`src/rtl/calc_controller.sv`:
```
// Keypad-to-stack controller for the RPN calculator.
// Turns numpad press events into one-cycle push/pop/write strobes for the operand
// stack, runs a restoring divider for divide/modulo, and keeps a sticky error flag.
module calc_controller #(
    parameter int WIDTH   = 32,
    parameter int DEPTH   = 16,
    parameter int COUNT_W = 6
) (
    input  logic               i_clock,
    input  logic               i_reset,
    input  logic [4:0]         i_key,
    input  logic               i_alt,
    input  logic [WIDTH-1:0]   i_top,
    input  logic [WIDTH-1:0]   i_next,
    input  logic [COUNT_W-1:0] i_count,
    output logic               o_stack_push,
    output logic               o_stack_pop,
    output logic               o_stack_write,
    output logic [WIDTH-1:0]   o_stack_value,
    output logic               o_busy,
    output logic               o_error
);

    localparam int ITER_W = (WIDTH > 1) ? $clog2(WIDTH) : 1;

    // Key ids of the function column
    localparam logic [3:0] KEY_A = 4'hC;
    localparam logic [3:0] KEY_B = 4'hD;
    localparam logic [3:0] KEY_C = 4'hE;
    localparam logic [3:0] KEY_D = 4'hF;

    localparam logic [WIDTH+3:0] DIGIT_MUL = (WIDTH+4)'(10);

    typedef enum logic [1:0] {
        StIdle,
        StDiv,
        StDone
    } state_t;

    state_t              r_state;
    logic                r_key_held;
    logic [WIDTH-1:0]    r_rem;
    logic [WIDTH-1:0]    r_quo;
    logic [WIDTH-1:0]    r_div;
    logic [ITER_W-1:0]   r_iter;
    logic                r_is_mod;

    logic                w_press;
    logic                w_is_digit;
    logic [3:0]          w_digit;
    logic                w_empty;
    logic                w_full;
    logic                w_underflow;
    logic [WIDTH+3:0]    w_top_ext;
    logic [WIDTH+3:0]    w_digit_res;
    logic [WIDTH:0]      w_sum;
    logic [2*WIDTH-1:0]  w_prod;
    logic [WIDTH-1:0]    w_arith_res;
    logic                w_arith_err;
    logic [WIDTH:0]      w_shift;
    logic [WIDTH:0]      w_sub;
    logic                w_ge;

    assign w_press     = i_key[4] & ~r_key_held;
    assign w_empty     = (i_count == '0);
    assign w_full      = (i_count == COUNT_W'(DEPTH));
    assign w_underflow = (i_count < COUNT_W'(2));

    // An empty stack behaves as if top were zero for digit entry
    assign w_top_ext   = w_empty ? '0 : {4'b0000, i_top};
    assign w_digit_res = w_top_ext * DIGIT_MUL + {{WIDTH{1'b0}}, w_digit};

    assign w_sum  = {1'b0, i_next} + {1'b0, i_top};
    assign w_prod = {{WIDTH{1'b0}}, i_next} * {{WIDTH{1'b0}}, i_top};

    // One restoring-divide step: shift in the next dividend bit, subtract if it fits
    assign w_shift = {r_rem, r_quo[WIDTH-1]};
    assign w_sub   = w_shift - {1'b0, r_div};
    assign w_ge    = (w_shift >= {1'b0, r_div});

    // Numpad id to digit value
    always_comb begin
        w_is_digit = 1'b1;
        w_digit    = 4'd0;
        case (i_key[3:0])
            4'h0:    w_digit = 4'd1;
            4'h1:    w_digit = 4'd4;
            4'h2:    w_digit = 4'd7;
            4'h3:    w_digit = 4'd0;
            4'h4:    w_digit = 4'd2;
            4'h5:    w_digit = 4'd5;
            4'h6:    w_digit = 4'd8;
            4'h8:    w_digit = 4'd3;
            4'h9:    w_digit = 4'd6;
            4'hA:    w_digit = 4'd9;
            default: w_is_digit = 1'b0;
        endcase
    end

    // Result and range check of the non-alternate binary operators
    always_comb begin
        w_arith_res = '0;
        w_arith_err = 1'b0;
        case (i_key[3:0])
            KEY_B: begin
                w_arith_res = w_sum[WIDTH-1:0];
                w_arith_err = w_sum[WIDTH];
            end
            KEY_C: begin
                w_arith_res = i_next - i_top;
                w_arith_err = (i_next < i_top);
            end
            KEY_D: begin
                w_arith_res = w_prod[WIDTH-1:0];
                w_arith_err = |w_prod[2*WIDTH-1:WIDTH];
            end
            default: ;
        endcase
    end

    // Control FSM, divider datapath and registered command outputs
    always_ff @(posedge i_clock) begin
        if (i_reset) begin
            r_state       <= StIdle;
            r_key_held    <= 1'b0;
            r_rem         <= '0;
            r_quo         <= '0;
            r_div         <= '0;
            r_iter        <= '0;
            r_is_mod      <= 1'b0;
            o_stack_push  <= 1'b0;
            o_stack_pop   <= 1'b0;
            o_stack_write <= 1'b0;
            o_stack_value <= '0;
            o_busy        <= 1'b0;
            o_error       <= 1'b0;
        end else begin
            r_key_held    <= i_key[4];
            o_stack_push  <= 1'b0;
            o_stack_pop   <= 1'b0;
            o_stack_write <= 1'b0;
            o_stack_value <= '0;
            case (r_state)
                StIdle: begin
                    if (w_press) begin
                        if (o_error) begin
                            // Only alt+D (clear) gets through while the error is set
                            if (i_alt && i_key[3:0] == KEY_D) begin
                                o_error <= 1'b0;
                            end
                        end else if (w_is_digit) begin
                            if (|w_digit_res[WIDTH+3:WIDTH]) begin
                                o_error <= 1'b1;
                            end else begin
                                o_stack_push  <= w_empty;
                                o_stack_write <= ~w_empty;
                                o_stack_value <= w_digit_res[WIDTH-1:0];
                            end
                        end else begin
                            case (i_key[3:0])
                                KEY_A: begin
                                    if (w_full) begin
                                        o_error <= 1'b1;
                                    end else begin
                                        o_stack_push <= 1'b1;
                                    end
                                end
                                KEY_B, KEY_C, KEY_D: begin
                                    if (i_alt && i_key[3:0] == KEY_D) begin
                                        // Clear with no error pending: nothing to do
                                    end else if (w_underflow) begin
                                        o_error <= 1'b1;
                                    end else if (i_alt) begin
                                        if (i_top == '0) begin
                                            o_error <= 1'b1;
                                        end else begin
                                            r_state  <= StDiv;
                                            o_busy   <= 1'b1;
                                            r_quo    <= i_next;
                                            r_rem    <= '0;
                                            r_div    <= i_top;
                                            r_iter   <= '0;
                                            r_is_mod <= (i_key[3:0] == KEY_C);
                                        end
                                    end else if (w_arith_err) begin
                                        o_error <= 1'b1;
                                    end else begin
                                        o_stack_pop   <= 1'b1;
                                        o_stack_write <= 1'b1;
                                        o_stack_value <= w_arith_res;
                                    end
                                end
                                default: ;
                            endcase
                        end
                    end
                end
                StDiv: begin
                    r_rem  <= w_ge ? w_sub[WIDTH-1:0] : w_shift[WIDTH-1:0];
                    r_quo  <= {r_quo[WIDTH-2:0], w_ge};
                    r_iter <= r_iter + ITER_W'(1);
                    if (r_iter == ITER_W'(WIDTH - 1)) begin
                        r_state <= StDone;
                    end
                end
                StDone: begin
                    o_stack_pop   <= 1'b1;
                    o_stack_write <= 1'b1;
                    o_stack_value <= r_is_mod ? r_rem : r_quo;
                    o_busy        <= 1'b0;
                    r_state       <= StIdle;
                end
                default: r_state <= StIdle;
            endcase
        end
    end

endmodule

```
`config.mk`:
```
export PLATFORM = sky130hd
export DESIGN_NAME = calc_controller
export DESIGN_NICKNAME = d
export VERILOG_FILES = /design/src/rtl/calc_controller.sv
export SDC_FILE = /design/constraint.sdc
export NUM_CORES = 2
export LEC_CHECK = 0
export ABC_AREA = 1
export CAP_MARGIN = 15
export CORE_ASPECT_RATIO = 1.4
export CORE_MARGIN = 4
export CORE_UTILIZATION = 35
export CTS_CLUSTER_DIAMETER = 80
export DETAILED_ROUTE_END_ITERATION = 10
export GPL_ROUTABILITY_DRIVEN = 1
export GPL_TIMING_DRIVEN = 0
export PLACE_DENSITY = 0.48
export REMOVE_ABC_BUFFERS = 1
export SLEW_MARGIN = 25
export SYNTH_ARGS = -nofsm -noshare
export SYNTH_HDL_FRONTEND = slang
export SYNTH_SLANG_ARGS = --single-unit
```
`constraint.sdc`:
```
create_clock -name i_clock -period 29.7 [get_ports i_clock]
set_input_delay 8.91 -clock i_clock [delete_from_list [all_inputs] [get_ports i_clock]]
set_output_delay 8.91 -clock i_clock [all_outputs]
set_load 0.01 [all_outputs]
```
== After elaboration in Yosys (flattened, before gate mapping) ==
Cells that the tools add are included.

* Multiplexer cells: 92
* Eq/ne operators: 26
* Add/subtract/negate cells: 5
* Order comparisons: 3
* Reductions and logical operators: 17
* Bitwise gates (word level): 10
* Multipliers: 2

{| class="wikitable"
|+ Operators by type and width
! operator !! number
|-
| 32-bit 2-to-1 mux || 28
|-
| 32-bit case mux with 2 select lines || 3
|-
| 32-bit case mux with 3 select lines || 1
|-
| 32-bit by 32-bit multiplier with 64-bit output || 1
|-
| 32-bit subtractor || 2
|-
| 5-bit 2-to-1 mux || 8
|-
| 36-bit by 4-bit adder with 36-bit output || 1
|-
| 4-bit case mux with 9 select lines || 1
|-
| 9-bit AND reduction || 4
|-
| 32-bit by 3-bit multiplier with 35-bit output (second input constant) || 1
|-
| 1-bit 2-to-1 mux || 35
|-
| 32-bit by 32-bit adder with 33-bit output || 1
|-
| 33-bit by 32-bit >= comparator with 1-bit output || 1
|-
| 32-bit logical NOT || 1
|-
| 32-bit < comparator || 1
|-
| 32-bit OR reduction || 1
|-
| 4-bit equality test (second input constant) || 7
|-
| 2-bit 2-to-1 mux || 9
|-
| 2-bit inequality test (second input constant) || 8
|-
| 4-bit by 3-bit equality test with 1-bit output (second input constant) || 3
|-
| 5-bit case mux with 2 select lines || 1
|-
| 10-bit OR reduction || 1
|-
| 1-bit NOT || 9
|-
| 4-bit by 2-bit equality test with 1-bit output (second input constant) || 2
|-
| 20 further kinds || 25
|}

* Register bits after elaboration: 142
* Bits of input ports: 78
* Logic and storage cells: 168

== Logic depth before layout (Yosys ltp) ==
* Word-level depth: 12
* Gate-level depth with buffers: 45

== Least setup slack after synthesis ==
Ideal clock, no wire load.

* Kind: input -> register
* Start point: input port i_top[8]
* End point: register o_stack_value[17]
* Arrival: 15.818 ns
* Stages: 36
* Setup slack: 13.812 ns
* Data required time: 29.630 ns
* Library setup time: 0.070 ns
* Path through: clkbuf_1 -> clkbuf_1 -> nand2_1 -> fa_1 -> inv_1 -> fa_1 -> inv_1 -> fa_1 -> inv_1 -> fa_1 -> fa_1 -> inv_1 -> fa_1 -> fa_1 -> fa_1 -> inv_1 -> ha_1 -> nand2_1 -> nor2_1 -> inv_1 -> nor2_1 -> nand2_1 -> nor4_1 -> nand2_1 -> nand3_1 -> nand2_1 -> nor2_1 -> nand3_1 -> nor2_1 -> nand2_1 -> nand2_1 -> nand4_1 -> buf_2 -> o21ai_1 -> nand2_1 -> a21oi_1

* Cells in the longest elaborated chain, start to end: 12
* Elaborated cells on any way between the ends: 21
* Classes of those cells: add/sub: 3; mul: 2; order compare: 1; mux: 13; reduce/logical: 2

{| class="wikitable"
|+ RTL lines
! element !! line !! text
|-
| start: declaration || 13 || <nowiki>input logic [WIDTH-1:0] i_top,</nowiki>
|-
| parallel branches: the longest is 8 deep, another holds 36-bit by 4-bit adder with 36-bit output || -- ||
|-
| 32-bit 2-to-1 mux * || 151 || <nowiki>end else if (w_is_digit) begin</nowiki>
|-
| 32-bit 2-to-1 mux * || 146 || <nowiki>if (o_error) begin</nowiki>
|-
| 32-bit 2-to-1 mux * || 145 || <nowiki>if (w_press) begin</nowiki>
|-
| 32-bit case mux with 2 select lines * || 143 || <nowiki>case (r_state)</nowiki>
|-
| end signal: assignment || 157 || <nowiki>o_stack_value <= w_digit_res[WIDTH-1:0];</nowiki>
|-
| end signal: assignment || 190 || <nowiki>o_stack_value <= w_arith_res;</nowiki>
|-
| end signal: assignment || 209 || <nowiki>o_stack_value <= r_is_mod ? r_rem : r_quo;</nowiki>
|-
| end: declaration || 19 || <nowiki>output logic [WIDTH-1:0] o_stack_value,</nowiki>
|}

Every way passes the cells marked *.
A chain may end at the register's enable or synchronous reset.

== Worst setup path after layout ==
* Start point: input port i_top[14]
* End point: register o_stack_value[15]

The elaborated chain is that of the path after synthesis.

==> metrics <==
mapped cell area=51,900 sq um; Seq/Total Area, Yosys=5.48%; Crit path buffers/inverters=7; Fill cells=15,800; dpl hpwl=158,000 um; DP Worst Slack=11.13 ns; outcome=finished, final reports clean; Die Wd=333 um; synthesized area per cell=6.76 sq um; number of CTS-inserted buffers=17; setup TNS=0 ns; Setup CP Type=in2reg; Mapped Cells=7,676; Hold Crit Depth=2; slowest CP cell=fa_1; post-CTS setup buffer count=0; vias in the first global route=50,000; TritonCTS clock tree=done; DRT Wirelength=195,000 um; Syn-to-layout area delta=7.65%; period utilisation layout=61.0%; remaining antenna violation count after routing=0; PortBufs=114; DRC=0; die area=155,000 sq um; global-route wire length before repair=300,000 um; row count=166; family with the most delay on the worst path=adder cells; initial antenna violation count=8; Levels on crit path=36; Yosys cell types=60; Worst Skew=0.0135 ns; commonest non-fill, non-tap cell in the layout=nand2_1; Final nets=8,939; total gr overflow=0; Worst-path clk slew=0.06 ns; Max-Cap Viols=0; final count of pins violating max slew=0; Relative slew margins=37.0%; RSZ-0062 raised after global routing=no; Most used DFF post-synth=dfxtp_1; TritonRoute pass-1 iters=8; clk root buf=clkbuf_16; worst-skew pair later-pin latency=0.44 ns; yosys warns=0; post-synthesis async set-or-reset flop share=0%; number of H-tree levels=4; detailed router's first-iteration violation count=2,650; Post-synth EDFFs=0; Fmax achieved=55.2 MHz; largest net degree at the start of global routing=65; worst-margin pin slew=0.944 ns; Routability Congestion=0.983; crit path capture type=flip-flop; #FFs+latches synth=142; post-CTS resize count=0; IO Pins=115; Avg WL per Cell=20.5 um; Vias=46,800; Setup-failing EPs final=0; Die H=464 um; total core area=147,000 sq um; CP arrival=18.46 ns; Final Worst Setup Slack=11.57 ns; Worst setup SP type=input pin; hold_buf cts=0; most frequent cells in the layout=2,256 x nand2_1, 2,032 x inv_1, 900 x fa_1; cells on worst reg2reg path=22; most frequent CP cell=nand2_1; Max stage delay on crit path=0.57 ns; Worst Path Max Fanout=30; gr usage total=25.2%; Hold Fails Final Rpt=0; Via-to-Cell Ratio=4.94; WP data required=30.03 ns; clock buffer depth=2; layout cells sized above 1=2.84%; Final min period=18.13 ns; Initial Util=35.3%; HP Class=reg2reg; Sinks on Clock Net=142
## final cells by class
cell class / instances / area [sq um] / share of cell area (%)
clock inverter: 15 / 190 / 0.340
clock buffer: 17 / 425 / 0.762
timing repair buffer: 167 / 2140 / 3.83
multi-input combinational: 5167 / 40200 / 71.9
tap: 1932 / 2420 / 4.33
antenna: 1 / 2.50 / 0.00448
sequential: 142 / 2850 / 5.10
inverter: 2040 / 7660 / 13.7
## synth_stat cells, drive strengths merged, types with 48 or more instances
library cell	number	area share (%)
nand2	2271	17
inv	2036	15
nand4	50	0.64
a31oi	48	0.58
ha	426	10
fa	900	35
nor2	407	3.0
o21ai	221	2.1
clkbuf	287	2.1
a21oi	350	3.4
nand3	233	2.3
dfxtp	142	5.5
## state kept, by name, summed over array words and instances, names as in the netlist
name	flops
o_stack_value	32
r_div	32
r_quo	32
r_rem	32
r_iter	5
r_state	2
o_busy	1
o_error	1
o_stack_pop	1
o_stack_push	1
o_stack_write	1
r_is_mod	1
r_key_held	1
## through the flow
step	area (sq um)	utilization (%)	hold slack [ns]	std cells
after floorplan	50600	-	0.429	7349
after global placement	54200	36.9	0.446	9395
after detailed placement	55200	37.6	0.445	9448
after CTS	55900	38.0	0.455	9480
after global routing	55900	38.0	0.472	9481
final	55900	38.0	0.454	9481
## metal layers
layer	track usage [%]	share of wire (%)	vias to the layer above
met1	28.7	39	23100
met4	10.3	5.0	2
li1	-	-	22200
met5	0	0.0036	-
met3	1.43	3.0	384
met2	48.6	53	1128
## logic make-up after synthesis
| family | synth area share, % |
|---|---|
| DFF | 5.48 |
| AOI/OAI and AO/OA | 7.75 |
| adders and majority gates | 45.0 |
| and+or+nand+nor | 23.5 |
| buffers and inverters | 17.2 |
| xor gates and xnor gates | 1.04 |
## final timing paths
| kind | from | endpoint | slack (ns) |
|---|---|---|---|
| setup / recovery | i_top[14] | o_stack_value[15] | 11.57 |
| hold / removal | r_div[0] | r_div[0] | 0.45 |
| setup reg to reg | r_div[2] | r_rem[3] | 25.52 |
| hold reg to reg | r_div[0] | r_div[0] | 0.45 |
## worst register-to-register path: stages, from the launching register on
cell	delay (ns)
dfxtp_1	0.31
inv_1	0.05
ha_1	0.36
nand2_1	0.07
o21ai_1	0.20
nand2_1	0.08
nand2_1	0.06
nand2_1	0.05
nand2_1	0.09
nand2_1	0.06
nand2_1	0.19
nand2_1	0.09
nand2_1	0.17
nand2_1	0.08
o211ai_1	0.20
a21oi_1	0.22
o21ai_1	0.26
nand2_1	0.10
nand2_2	0.56
inv_2	0.51
nand2_1	0.21
nand3_1	0.08
a21oi_1	0.14
Power is not shown: default switching activity piles up to over one toggle a cycle in this logic, so the estimate is an artifact.
